[src/rtl/dram_uart_tx.sv]
// Result uploader: walks a byte-wide DRAM region and sends each byte to the PC
// as an 8N1 UART frame, then flags completion to main_control.
module dram_uart_tx #(
    parameter int          CLKS_PER_BIT = 434,
    parameter logic [15:0] START_ADDR   = 16'd0,
    parameter logic [15:0] END_ADDR     = 16'd8,
    parameter int          READ_LAT     = 1
) (
    input  logic        clk,
    input  logic        rst,
    input  logic        start_transmit,
    input  logic [7:0]  mem_q,
    output logic [15:0] mem_addr,
    output logic        mem_req,
    output logic        data_to_pc,
    output logic        busy,
    output logic        end_transmitting
);

    localparam int                BAUD_W     = (CLKS_PER_BIT > 2) ? $clog2(CLKS_PER_BIT) : 1;
    localparam logic [BAUD_W-1:0] BAUD_LAST  = BAUD_W'(CLKS_PER_BIT - 1);
    localparam logic [1:0]        FETCH_LAST = 2'(READ_LAT);

    typedef enum logic [2:0] {
        S_IDLE,
        S_FETCH,
        S_START,
        S_DATA,
        S_STOP,
        S_DONE
    } state_t;

    state_t             state;
    logic               start_prev;
    logic               start_edge;
    logic               baud_done;
    logic [7:0]         shift_reg;
    logic [BAUD_W-1:0]  baud_cnt;
    logic [2:0]         bit_idx;
    logic [1:0]         fetch_cnt;

    assign start_edge = start_transmit & ~start_prev;
    assign baud_done  = (baud_cnt == BAUD_LAST);

    // The byte is latched once at the end of FETCH, so DRAM activity during
    // the frame cannot disturb what is already on the line.
    always_ff @(posedge clk or posedge rst) begin
        if (rst) begin
            state            <= S_IDLE;
            start_prev       <= 1'b0;
            mem_addr         <= START_ADDR;
            mem_req          <= 1'b0;
            data_to_pc       <= 1'b1;
            busy             <= 1'b0;
            end_transmitting <= 1'b0;
            shift_reg        <= 8'd0;
            baud_cnt         <= '0;
            bit_idx          <= 3'd0;
            fetch_cnt        <= 2'd0;
        end else begin
            start_prev <= start_transmit;
            case (state)
                S_IDLE, S_DONE: begin
                    if (start_edge) begin
                        state            <= S_FETCH;
                        mem_addr         <= START_ADDR;
                        mem_req          <= 1'b1;
                        busy             <= 1'b1;
                        end_transmitting <= 1'b0;
                        data_to_pc       <= 1'b1;
                        fetch_cnt        <= 2'd0;
                        baud_cnt         <= '0;
                        bit_idx          <= 3'd0;
                    end
                end
                S_FETCH: begin
                    if (fetch_cnt == FETCH_LAST) begin
                        shift_reg  <= mem_q;
                        fetch_cnt  <= 2'd0;
                        baud_cnt   <= '0;
                        data_to_pc <= 1'b0;
                        state      <= S_START;
                    end else begin
                        fetch_cnt <= fetch_cnt + 2'd1;
                    end
                end
                S_START: begin
                    if (baud_done) begin
                        baud_cnt   <= '0;
                        bit_idx    <= 3'd0;
                        data_to_pc <= shift_reg[0];
                        state      <= S_DATA;
                    end else begin
                        baud_cnt <= baud_cnt + BAUD_W'(1);
                    end
                end
                S_DATA: begin
                    if (baud_done) begin
                        baud_cnt  <= '0;
                        shift_reg <= {1'b0, shift_reg[7:1]};
                        if (bit_idx == 3'd7) begin
                            data_to_pc <= 1'b1;
                            state      <= S_STOP;
                        end else begin
                            bit_idx    <= bit_idx + 3'd1;
                            data_to_pc <= shift_reg[1];
                        end
                    end else begin
                        baud_cnt <= baud_cnt + BAUD_W'(1);
                    end
                end
                S_STOP: begin
                    if (baud_done) begin
                        baud_cnt <= '0;
                        // Compare before incrementing so END_ADDR of 16'hFFFF never wraps.
                        if (mem_addr == END_ADDR) begin
                            state            <= S_DONE;
                            busy             <= 1'b0;
                            mem_req          <= 1'b0;
                            end_transmitting <= 1'b1;
                        end else begin
                            mem_addr  <= mem_addr + 16'd1;
                            fetch_cnt <= 2'd0;
                            state     <= S_FETCH;
                        end
                    end else begin
                        baud_cnt <= baud_cnt + BAUD_W'(1);
                    end
                end
                default: begin
                    state <= S_IDLE;
                end
            endcase
        end
    end

endmodule

[config.mk]
export PLATFORM = sky130hd
export DESIGN_NAME = dram_uart_tx
export DESIGN_NICKNAME = d
export VERILOG_FILES = /design/src/rtl/dram_uart_tx.sv
export SDC_FILE = /design/constraint.sdc
export NUM_CORES = 1
export LEC_CHECK = 0
export ABC_AREA = 1
export BUFFER_PORTS_ARGS = -buffer_cell sky130_fd_sc_hd__buf_4
export CAP_MARGIN = 20
export CORE_MARGIN = 2
export CORE_UTILIZATION = 40
export DETAILED_ROUTE_END_ITERATION = 8
export GPL_TIMING_DRIVEN = 1
export PLACE_DENSITY = 0.61
export SKIP_CTS_REPAIR_TIMING = 1
export SLEW_MARGIN = 20
export SYNTH_ARGS = -nofsm -noshare
export SYNTH_HDL_FRONTEND = slang
export SYNTH_SLANG_ARGS = --single-unit
export TNS_END_PERCENT = 10
[constraint.sdc]
create_clock -name clk -period 2.05 [get_ports clk]
set_clock_uncertainty 0.2 [all_clocks]
set_input_delay 0.41 -clock clk [delete_from_list [all_inputs] [get_ports clk]]
set_output_delay 0.41 -clock clk [all_outputs]
set_load 0.005 [all_outputs]
==> summary.md, run 1 <==
| Metric | Value |
|---|---|
| Static Leak | 1.63 nW |
| Status | finished, final reports clean |
| DRT antenna net count | 0 |
| Clock Sinks | 45 |
| Root Driver | clkbuf_8 |
| Setup TNS | 0 ps |
| Final Core Density | 46.7% |
| Data required, critical path | 2040 ps |
| Top cells by area, synth | dfrtp_1 38%, nand2_1 20%, nor2_1 6.9% |
| Crit start category | flip-flop |
| Tightest Pin Transition | approximately 450 ps |
| Synth warn | 0 |
| R2r setup slk | 190 ps |
| VDD IR max | 0.000572 V |
| Commonest non-fill, non-tap cell in the layout | nand2_1 |
| Post-synthesis cell area | ~2900 sq um |
| Congestion Overflow GR | 0 |
| FF-to-FF Start | mem_addr[0] |
| Vias | 2596 |
| Initial antenna violation count | 0 |
| Layout cells sized above 1 | 16.0% |
| Seq/Total Area, Yosys | 38.9% |
| Critical Path AT | ~1900 ps |
| #FFs+latches synth | between 40 and 50 |
| Period minus WS final | 1860 ps |
| Critical path type | flip-flop to flip-flop |
| TritonCTS clock tree | done |
| Drt wl/cell | 11.9 um |
| Antenna Cells | 0 |
| PwrDens | roughly 970 nW/um^2 |
| Die area | 7950 sq um |
| Crit Path Max Fanout | 16 |
| Cell count after synthesis | 410 |
| Clk Latency, worst-skew pair | 300 ps |
| Most frequent cells in the layout | 154 x nand2_1, 53 x nor2_1, 44 x dfrtp_1 |
| Rows | 31 |
| Worst rel slew slack | 70.1% |
| Setup Viol. Count Final | 0 |
| Syn_nets | around 430 |
| Min-delay src | start_transmit |
| Initial Util | around two fifths |
| # port buffers | 30 |
| Max reg flops | 16 |
| Max Freq | 537 MHz |
| Max cap viols | 0 |
| Mean area per synthesized cell | around 7.1 sq um |
| Drt pass-1 iters | 5 |
| Layout area overhead | 14.8% |
| Chip Width | 89.2 um |
| CP Capture Type | flip-flop |
| CTS Buf Count | 5 |
| Final Hold Vio Count | 0 |
| Die height | 89.2 um |
| Slew Limit Fails | 0 |
| Routed wire length | 6480 um |
| Worst-path clk slew | 80 ps |
| DR vias/cell | 4.77 |
| RSZ-0062 raised after global routing | false |
| Type of the worst min-delay path | input pin to flip-flop |
| Vias in the first global route | 2407 |
| Synth area leader | dfrtp_1 |
| Core ar. | 7140 sq um |
| First-pass GRT wire length | roughly 11000 um |
| Fin crit share | 90.9% |
| Final HPWL DP | 4670 um |
| Count of cell types in the netlist | 29 |
| Ports | 31 |
| Synth top area share | about 38% |
| Initial DRC count | 107 |
| Largest net degree at the start of global routing | 46 |
| GRT Total Usage | 17.8% |
| Bufs on Longest Clock Path | 2 |
| Crit path from | mem_addr[0] |
| DRC violations left | 0 |
| Fin nets | about 460 |
| RD Place Congestion | 0.833 |
| H-tree depth | 2 |
-- worst paths after layout --
| check | endpoint | depth (start not counted) |
|---|---|---|
| worst max-delay path | mem_addr[3] | 10 |
| worst min register to register | end_transmitting | 2 |
| min in group asynchronous | mem_addr[10] | 4 |
| max in group asynchronous | data_to_pc | 4 |
| worst max register to register | mem_addr[3] | 10 |
| worst min-delay path | start_prev | 1 |
-- power by group --
group | internal [W] | switching (W) | total (W)
clock network | 0.000240 | 0.000301 | 0.000541
logic | 0.000508 | 0.000961 | 0.00147
registers | 0.00108 | 0.000154 | 0.00123
-- Yosys cell counts --
cell type / count
o31ai_1: 1
o21ai_0: 23
nor2_4: 5
nor2_8: 1
nor2_2: 1
buf_2: 4
nand3_1: 24
nand3_4: 3
o21bai_1: 2
buf_6: 2
dfstp_2: 1
nand4_1: 11
nand2_2: 8
nand2_1: 154
ha_1: 6
dfrtp_1: 44
o21ai_4: 1
buf_8: 1
a21oi_1: 4
nand2_4: 3
nor2_1: 53
xnor2_1: 3
o22ai_1: 2
buf_4: 2
inv_4: 1
o21ai_1: 4
inv_1: 35
inv_2: 5
xor2_1: 6
-- per-layer routing --
layer / GRT usage, % / vias up / share of wire (%)
met5: 0 / - / 0
met4: 5.70 / 0 / 1.1
met3: 2.49 / 7 / 3.9
met2: 29.0 / 50 / 47
met1: 24.4 / 1183 / 48
li1: - / 1356 / -
-- metrics by stage --
step	instance area (sq um)	instances	hold WS (ps)	total power [W]	worst slack, ps
2_1_floorplan	2900	410	241	0.00238	334
3_3_place_gp	3240	535	267	0.00270	207
3_5_place_dp	3240	535	265	0.00273	195
4_1_cts	3320	543	-53.0	0.00329	169
5_1_grt	3330	544	17.3	0.00353	17.0
6_report	3330	544	27.0	0.00324	187
-- cells by family (layout without fill, tap and decap cells) --
| kind of cell | after synthesis | in the layout | share of synthesized area, % |
|---|---|---|---|
| AOI/OAI and AO/OA | 37 | 37 | 7.12 |
| xor gates and xnor gates | 9 | 9 | 2.72 |
| adders and majority gates | 6 | 6 | 2.59 |
| buffers and inverters | 50 | 85 | 7.89 |
| DFF | 45 | 45 | 38.9 |
| and+or+nand+nor | 263 | 263 | 40.8 |
-- cell type report --
class	count	area, sq um
Inverter	41	156
Multi-Input combinational cell	315	1550
Clock buffer	7	76.3
Fill cell	717	3800
Tap cell	99	124
Clock inverter	1	5.00
Sequential cell	45	1130
Timing Repair Buffer	36	298
-- critical path: stages, from the launching register on --
cell	delay, ps
dfrtp_1	470
inv_1	110
ha_1	230
nand3_1	80
nor2_1	40
nand2_1	110
nand2_1	120
nand2_2	90
nand2_4	140
nand2_1	100
nand2_1	50
(Power assumes the default switching activity.)
==> inputs of run 2 (changes only) <==
--- a/config.mk
+++ b/config.mk
@@ -9,10 +9,10 @@
 export BUFFER_PORTS_ARGS = -buffer_cell sky130_fd_sc_hd__buf_4
 export CAP_MARGIN = 20
 export CORE_MARGIN = 2
-export CORE_UTILIZATION = 40
+export CORE_UTILIZATION = 59
 export DETAILED_ROUTE_END_ITERATION = 8
 export GPL_TIMING_DRIVEN = 1
-export PLACE_DENSITY = 0.61
+export PLACE_DENSITY = 0.83
 export SKIP_CTS_REPAIR_TIMING = 1
 export SLEW_MARGIN = 20
 export SYNTH_ARGS = -nofsm -noshare
==> run 2 against run 1 <==
  * Global-route usage up 6.4 points
  * Via count up 1.7%
  * Sequential power about the same
  * Clock-buffer cell count down 1
  * Largest cell class unchanged
  * Design area down 1.9%
  * Setup slack worse by 32 ps
  * Critical path depth unchanged
  * Combinational power down 4%
==> summary.md, run 2 (same netlist as run 1, synthesis figures left out) <==
| Metric | Value |
|---|---|
| Initial DRC count | 153 (+43%) |
| Fin nets | 458 (-0.65%) |
| Crit path from | baud_cnt[1] |
| Max stage delay on crit path | 410 ps (-60 ps) |
| Setup Viol. Count Final | 0 (unchanged) |
| Fin crit share | 92.4% (+1.6 points) |
| Final HPWL DP | 4400 um (-5.8%) |
| Data required, critical path | 2090 ps (+50 ps) |
| DRT antenna net count | 0 (unchanged) |
| Commonest non-fill, non-tap cell in the layout | nand2_1 |
| Layout cells sized above 1 | 15.9% (-0.082 points) |
| DRC violations left | 0 (unchanged) |
| Die height | 74.1 um (-17%) |
| Max reg flops | 16 (unchanged) |
| GRT Total Usage | 24.2% (+6.4 points) |
| R2r endpoint | mem_addr[11] |
| Worst-path clk slew | 80 ps (about the same) |
| Crit start category | flip-flop |
| Root Driver | clkbuf_8 |
| Max Freq | 528 MHz (-1.7%) |
| Congestion Overflow GR | 0 (unchanged) |
| Drt wl/cell | 11.9 um (+0.34%) |
| Placed insts | 500 (-6.5%) |
| Reg2Reg Depth | 10 (unchanged) |
| Max cap viols | 0 (unchanged) |
| PwrDens | 985 nW/um^2 (+1.3%) |
| Slowest stage cell, crit path | dfrtp_1 |
| Core ar. | 4720 sq um (-34%) |
| Bufs on Longest Clock Path | 2 (unchanged) |
| TritonCTS clock tree | done |
| Final Hold Vio Count | 0 (unchanged) |
| CP cell instances | inv_1, ha_1, nand2_2, nor2_4, nand3_4, nand2_4, nand3_4, nor2_4, nand2_1, nand2_1 |
| First-pass GRT wire length | 10400 um (-6.2%) |
| Type of the worst min-delay path | input pin to flip-flop |
| FF-to-FF Start | baud_cnt[1] |
| Layout area overhead | 12.7% |
| Rows | 25 (-19%) |
| Status | finished, final reports clean |
| Power, Total | 0.00322 W (-0.65%) |
| RD Place Congestion | 0.867 (+4.1%) |
| Crit Path Max Fanout | 16 (unchanged) |
| Ports | 31 (unchanged) |
| Chip Width | 74.1 um (-17%) |
| Antenna Cells | 0 (unchanged) |
| CP Capture Type | flip-flop |
| Largest net degree at the start of global routing | 46 (unchanged) |
| RSZ-0062 raised after global routing | true |
| Vias in the first global route | 2403 (-0.17%) |
| Clk Latency, worst-skew pair | 300 ps (about the same) |
| CP endpoint | mem_addr[11] |
| # port buffers | 30 (unchanged) |
| Critical Path AT | 1940 ps (+80 ps) |
| VDD IR max | 0.000681 V (+19%) |
| Initial antenna violation count | 0 (unchanged) |
| DR vias/cell | 5.19 (+8.9%) |
| CTS Buf Count | 5 (unchanged) |
| Min-delay src | start_transmit |
| Critical path type | flip-flop to flip-flop |
| Clock Sinks | 45 (unchanged) |
| Final Non-Filler Cells | 508 (-6.6%) |
| Die area | 5490 sq um (-31%) |
| Most frequent cells in the layout | 153 x nand2_1, 53 x nor2_1, 43 x dfrtp_1 |
| Worst rel slew slack | 73.6% (+3.5 points) |
| Static Leak | 1.61 nW (-1.3%) |
| Slew Limit Fails | 0 (unchanged) |
| Drt pass-1 iters | 4 (-1) |
| H-tree depth | 2 (unchanged) |
| Initial Util | 61.4% (+21 points) |
| Routed wire length | 6070 um (-6.3%) |
| Vias | 2639 (+1.7%) |
| R2r setup slk | 150 ps (-30 ps) |
| Tightest Pin Transition | 394 ps (-54.7 ps) |
| Period minus WS final | 1900 ps (+32.0 ps) |
-- run 2: worst max-delay path: cells and delay by family (launching register included) --
kind | cells | cell delay, ps
adder cells (fa/ha/maj) | 1 | 150
AND/OR/NAND/NOR | 8 | 1000
buffers and inverters | 1 | 70
flip-flops | 1 | 410
-- run 2: metal layers --
layer / track usage [%] / wire [um]
met1: 32.4 / 2870
met2: 39.2 / 2890
met3: 4.74 / 215
met4: 8.69 / 99
met5: 0 / 0
-- run 2: where the power goes --
group | internal, W | leakage, nW | total [W] | switching [W]
combinational | 0.000457 | 0.971 | 0.00141 | 0.000956
clock | 0.000267 | 0.0433 | 0.000573 | 0.000307
sequential | 0.00108 | 0.596 | 0.00123 | 0.000154
-- run 2: through the flow --
stage	setup TNS, ps	util (%)	hold WS (ps)	area, sq um	worst slack [ps]
finish	0	69.2	24.0	3270	155
global route	-32.0	69.2	9.64	3270	-13.0
CTS	0	68.9	-49.5	3260	145
detailed placement	0	67.0	270	3170	170
global placement	0	67.0	263	3170	218
floorplan	0	-	241	2900	334
-- run 2: worst min path at each step --
stage / end / cells past startpoint
2_1_floorplan: start_prev / 0
4_1_cts: mem_addr[4] / 3
3_3_place_gp: end_transmitting / 2
6_report: start_prev / 1
5_1_grt: start_prev / 1
3_5_place_dp: end_transmitting / 2
-- run 2: layout make-up --
type	instances	area, sq um
multi-input combinational	315	1550
timing repair buffer	33	263
sequential	45	1130
fill	415	1450
tap	67	83.8
clock inverter	1	7.51
inverter	41	156
clock buffer	6	82.6
